**src/rtl/fetch_stage.sv**
```systemverilog
// Instruction fetch sequencer: owns the PC, issues one outstanding word request at a time,
// and pushes {pc, instr} into the fetch->decode pipe. Optional stall counter: FETCH_PERF_EN.
module fetch_stage #(
  parameter logic [31:0] RESET_PC = 32'h0000_0000
) (
  input  logic        clk_in,
  input  logic        reset_in,
  input  logic        flush_in,
  input  logic [31:0] flush_pc_in,
  output logic        ic_req_out,
  output logic [31:0] ic_addr_out,
  input  logic        ic_ack_in,
  input  logic [31:0] ic_ack_data_in,
  input  logic        fet_full_in,
  output logic        fet_wr_out,
  output logic [63:0] fet_data_out
`ifdef FETCH_PERF_EN
  ,
  output logic [31:0] fet_stall_cnt_out
`endif
);

  typedef enum logic [1:0] {
    F_REQ  = 2'd0,
    F_PUSH = 2'd1,
    F_DROP = 2'd2
  } fetch_state_t;

  localparam logic [31:0] RESET_PC_ALIGNED = RESET_PC & ~32'h3;

  fetch_state_t state;
  logic [31:0]  pc_q;
  logic [63:0]  hold_q;
  logic [31:0]  redir_q;

  logic [31:0]  flush_tgt;
  logic         mem_ack;

  assign flush_tgt = flush_pc_in & ~32'h3;

  // Outputs are gated by reset so the memory and pipe see nothing while reset is held.
  assign fet_wr_out   = !reset_in && (state == F_PUSH) && !fet_full_in && !flush_in;
  assign ic_req_out   = !reset_in && ((state == F_REQ) || (state == F_DROP) || fet_wr_out);
  assign ic_addr_out  = pc_q;
  assign fet_data_out = hold_q;
  assign mem_ack      = ic_ack_in && ic_req_out;

  // In F_DROP pc_q still holds the stale request address; the redirect waits in redir_q.
  always_ff @(posedge clk_in or posedge reset_in) begin
    if (reset_in) begin
      state   <= F_REQ;
      pc_q    <= RESET_PC_ALIGNED;
      hold_q  <= 64'd0;
      redir_q <= 32'd0;
    end else begin
      case (state)
        F_REQ: begin
          if (flush_in) begin
            if (mem_ack) begin
              pc_q <= flush_tgt;
            end else begin
              redir_q <= flush_tgt;
              state   <= F_DROP;
            end
          end else if (mem_ack) begin
            hold_q <= {pc_q, ic_ack_data_in};
            pc_q   <= pc_q + 32'd4;
            state  <= F_PUSH;
          end
        end
        F_PUSH: begin
          if (flush_in) begin
            pc_q  <= flush_tgt;
            state <= F_REQ;
          end else if (!fet_full_in) begin
            if (mem_ack) begin
              hold_q <= {pc_q, ic_ack_data_in};
              pc_q   <= pc_q + 32'd4;
            end else begin
              state <= F_REQ;
            end
          end
        end
        F_DROP: begin
          if (flush_in && mem_ack) begin
            pc_q  <= flush_tgt;
            state <= F_REQ;
          end else if (flush_in) begin
            redir_q <= flush_tgt;
          end else if (mem_ack) begin
            pc_q  <= redir_q;
            state <= F_REQ;
          end
        end
        default: state <= F_REQ;
      endcase
    end
  end

`ifdef FETCH_PERF_EN
  // Saturating count of cycles the pipe held us off with an instruction ready.
  always_ff @(posedge clk_in or posedge reset_in) begin
    if (reset_in) begin
      fet_stall_cnt_out <= 32'd0;
    end else if ((state == F_PUSH) && fet_full_in && (fet_stall_cnt_out != 32'hFFFF_FFFF)) begin
      fet_stall_cnt_out <= fet_stall_cnt_out + 32'd1;
    end
  end
`endif

endmodule

```
**config.mk**
```make
export PLATFORM = sky130hd
export DESIGN_NAME = fetch_stage
export DESIGN_NICKNAME = d
export VERILOG_FILES = /design/src/rtl/fetch_stage.sv
export SDC_FILE = /design/constraint.sdc
export NUM_CORES = 1
export LEC_CHECK = 0
export CORE_UTILIZATION = 44
export CTS_CLUSTER_SIZE = 14
export DETAILED_ROUTE_END_ITERATION = 7
export PLACE_DENSITY = 0.83
export SYNTH_ARGS = -nofsm -noshare
export SYNTH_HDL_FRONTEND = slang
export SYNTH_SLANG_ARGS = --single-unit
```
**constraint.sdc**
```tcl
create_clock -name clk_in -period 7.18 [get_ports clk_in]
set_input_delay 1.077 -clock clk_in [delete_from_list [all_inputs] [get_ports clk_in]]
set_output_delay 1.077 -clock clk_in [all_outputs]
set_load 0.01 [all_outputs]
```
==> flow_results.org <==
** Status
- Outcome :: finished, final reports clean

** Layout
- Finished Cell Area :: 8330 um^2
- The final layout contains ~760 nets.
- Leaving out fill and tap cells, the most frequent cell in the layout is sky130_fd_sc_hd__clkdlybuf4s50_1.
- The repair_antennas step left the layout with diodes totalling 0.
- The area growth from synthesis to layout is 38.3%.
- Share of cells above drive strength 1 :: 19.1%
- Leading cell types in the layout, fill and taps excluded :: sky130_fd_sc_hd__clkdlybuf4s50_1 (160), sky130_fd_sc_hd__dfrtp_1 (124), sky130_fd_sc_hd__mux2_2 (85)

** Timing
- Transition time of the tightest slew-check pin :: 1160 ps
- Final hold violations :: 0
- Of the available clock period, the critical path in the final layout requires 63.3%.
- The worst path needs 4550 ps of the cycle, external delays included.
- Total negative slack for setup checks :: 0 ps
- Final Skew :: 5.96 ps
- Fmax :: 220 MHz
- Across all hold checks on the routed design, the worst slack comes to 477 ps.
- Setup repair after global routing left no endpoint under its margin.
- Headroom to the max-slew limit :: ~22%
- Max-slew violations :: 0
- Setup violations remaining at the end of the flow were counted as 0.

** Routing
- Final ANT Viol Nets :: 0
- Number of optimization iterations in the first detailed-route pass :: 5
- Average wire length per cell after detail routing :: between 15 and 20 um
- Detailed Route Iter0 Violations :: 347
- Total Wirelength :: 16.1 mm
- In the routed layout, each cell is associated on average with a via count of between 5 and 6.
- Across all layers, the routed design uses around 5,000 vias.
- In the routed design, unresolved DRC markers number 0.

** Yosys
- The Yosys step of the flow raised 0 warnings.
- Of the post-synthesis cell area, the part taken by muxes is between 15 and 20%.
- Mapped Area :: around 6000 um^2
- After synthesis, flip-flops and latches occupy 51.5% of the total area.
- Dominant combinational cell family by area after synthesis :: multiplexers
- Adder-cell area share of the yosys netlist :: less than 1%
- Number of different library cells in the post-synthesis netlist :: 65
- In the synthesized netlist, the number of instances is 542.
- Avg Inst Size Synth :: 11.1 um^2
- Of all flip-flops after synthesis, the portion carrying an async set or reset was 100%.
- The synthesized netlist devotes a little under an eighth of its cell area to simple gates.
- Share of the synthesized netlist area taken by xor and xnor gates :: 0.145%
- Prevailing post-synth register cell :: sky130_fd_sc_hd__dfrtp_1
- In this run, synthesis produced a sequential element count of between 100 and 150.
- In this run, synthesis inferred 0 flip-flops with an integrated enable.
- The synthesized netlist devotes 15.3% of its cell area to compound gates.

** Clock network
- Post-CTS repair changed the size of 0 cells.
- Clock tree sinks :: 124
- Clk Tree Root Cell :: sky130_fd_sc_hd__clkbuf_16
- The clock passes through at most 2 buffers.
- The later pin in the worst-skew pair is clocked with a latency of approximately 400 ps.
- Buffers inserted to repair hold after CTS numbered 0.
- TritonCTS built the clock tree.
- Clock-pin slew was measured on the worst setup and hold paths at 50 ps.
- After clock tree synthesis, the setup repair step added 0 buffers.
- The number of clock buffers added by TritonCTS is 17.
- Number of H-tree branching levels :: 4

** Floorplan
- The floorplan has 42 rows.
- Core outline area :: 13,300 um^2
- I/O pins :: 167
- The die is 119 um wide.
- The initial utilization of the core area, before any placement, comes to 45.3%.
- The die covers between 10,000 and 15,000 um^2.
- The floorplan step set the die height to between 100 and 150 um.

** GRT
- For this run, the total global-route usage over all layers was measured as about a quarter.
- Total global routing overflow :: 0
- Initial antenna violation count :: 0
- The number of global-route vias before repair is between 5,000 and 6,000.
- Entering global routing, the biggest net connects about 70 pins.
- Global-route wire length before repair :: 26.5 mm

** Worst hold path
- The worst hold path belongs to the class register to register.

** Worst setup path
- Critical path type :: primary input to primary output
- Worst Path Required :: 6100 ps
- The critical path goes through clkdlybuf4s50_1, nor2_1, and3_1, o21bai_1, clkdlybuf4s50_1.
- Among all stages on the critical path, the largest delay is contributed by sky130_fd_sc_hd__clkdlybuf4s50_1.
- Critical path's top delay family :: buffers and inverters
- Startpoint kind of the worst setup timing path :: primary input
- The worst setup path is captured at a primary output.
- Slowest stage delay, CP :: between 900 and 1000 ps
- Worst reg-to-reg setup slack :: 4200 ps
- In this run the worst path has a maximum fanout of 28.
- Crit path DAT :: 3470 ps
- The critical path contains buffers and inverters numbering 2 combined.
- Top cell by count, worst path :: sky130_fd_sc_hd__clkdlybuf4s50_1

** Placed design
- Area post-placement :: 7730 um^2
- DP Wirelength :: about 11 mm
- Final weighted congestion of routability-driven global placement :: approximately 0.83
- IO buf count :: between 150 and 200

** Power and ir drop
- In this run the static leakage power is 3.34 nW.
- Power density relative to cell area :: 329 nW/um^2
- VDD sags by at most 0.224 mV.

** Run
- The tool flagged a number of max-cap violations equal to 0.
==> tightest hold or removal path, delay by kind of cell, from the launching register on <==
kind            cells  cell delay [ps]
flops               1              330
compound gates      1               60
simple gates        1               50
==> synth_stat cells, types with 8 or more instances <==
library cell / number / area, um^2
sky130_fd_sc_hd__o22a_1: 9 / 78.8
sky130_fd_sc_hd__nand3_1: 14 / 70.1
sky130_fd_sc_hd__nand4_1: 9 / 56.3
sky130_fd_sc_hd__clkbuf_1: 24 / 90.1
sky130_fd_sc_hd__buf_2: 8 / 40.0
sky130_fd_sc_hd__a31oi_1: 8 / 50.1
sky130_fd_sc_hd__inv_1: 10 / 37.5
sky130_fd_sc_hd__o21ai_0: 34 / 170
sky130_fd_sc_hd__mux2_2: 85 / 957
sky130_fd_sc_hd__dfrtp_1: 124 / 3100
sky130_fd_sc_hd__a211oi_1: 8 / 60.1
sky130_fd_sc_hd__nand2_1: 34 / 128
sky130_fd_sc_hd__nor2_1: 32 / 120
sky130_fd_sc_hd__nor3_1: 15 / 75.1
sky130_fd_sc_hd__a21oi_1: 24 / 120
==> cells by family (layout without fill, tap and decap cells) <==
| logic type | after synthesis | after routing |
|---|---|---|
| compound gates | 136 | 136 |
| xor+xnor | 1 | 1 |
| fa+ha+maj | 1 | 1 |
| buf+inv | 52 | 207 |
| flops | 124 | 124 |
| mux | 92 | 92 |
| other cells | 1 | 4 |
| simple gates | 135 | 135 |
==> area by class of cell <==
cell class,instances,area [um^2]
repair buffers,166,1650
flip-flops and latches,124,3100
inverters,10,40.0
well taps,176,220
fillers,1088,4960
multi-input cells,369,2720
clock buffers,24,512
clock inverters,7,85.1
==> final timing paths <==
| check | start | cells after the start | endpoint |
|---|---|---|---|
| max | flush_in | 5 | ic_req_out |
| min | fet_data_out[63] | 2 | fet_data_out[63] |
| max reg2reg | state[0] | 5 | ic_addr_out[24] |
| min reg2reg | fet_data_out[63] | 2 | fet_data_out[63] |
| max in group asynchronous | reset_in | 3 | fet_data_out[47] |
| min in group asynchronous | reset_in | 2 | fet_data_out[16] |
==> metal layers <==
metal | GRT usage (%) | part of all wire [%]
met1 | 30.1 | 42
met2 | 40.2 | 51
met3 | 5.65 | 6.5
met4 | 8.07 | 1.4
met5 | 0 | 0
==> power by group <==
part | total (W) | internal, W | switching (W)
Clock | 0.000854 | 0.000561 | 0.000292
Sequential | 0.00106 | 0.000889 | 0.000169
Combinational | 0.000833 | 0.000492 | 0.000341
==> flip-flops by register name (all words and copies together) (netlist names) <==
signal and count:
fet_data_out 62, redir_q 30, state 2, ic_addr_out 30
==> metrics by stage <==
stage | total power [W] | std cells | worst slack, ps | util [%]
global placement | 0.00187 | 845 | 2560 | 58.2
global route | 0.00288 | 876 | 2520 | 62.7
CTS | 0.00277 | 876 | 2680 | 62.7
floorplan | 0.00143 | 545 | 2800 | -
finish | 0.00274 | 876 | 2630 | 62.7
detailed placement | 0.00190 | 845 | 2500 | 58.2
Note: power is estimated with default switching activity, not from simulation.
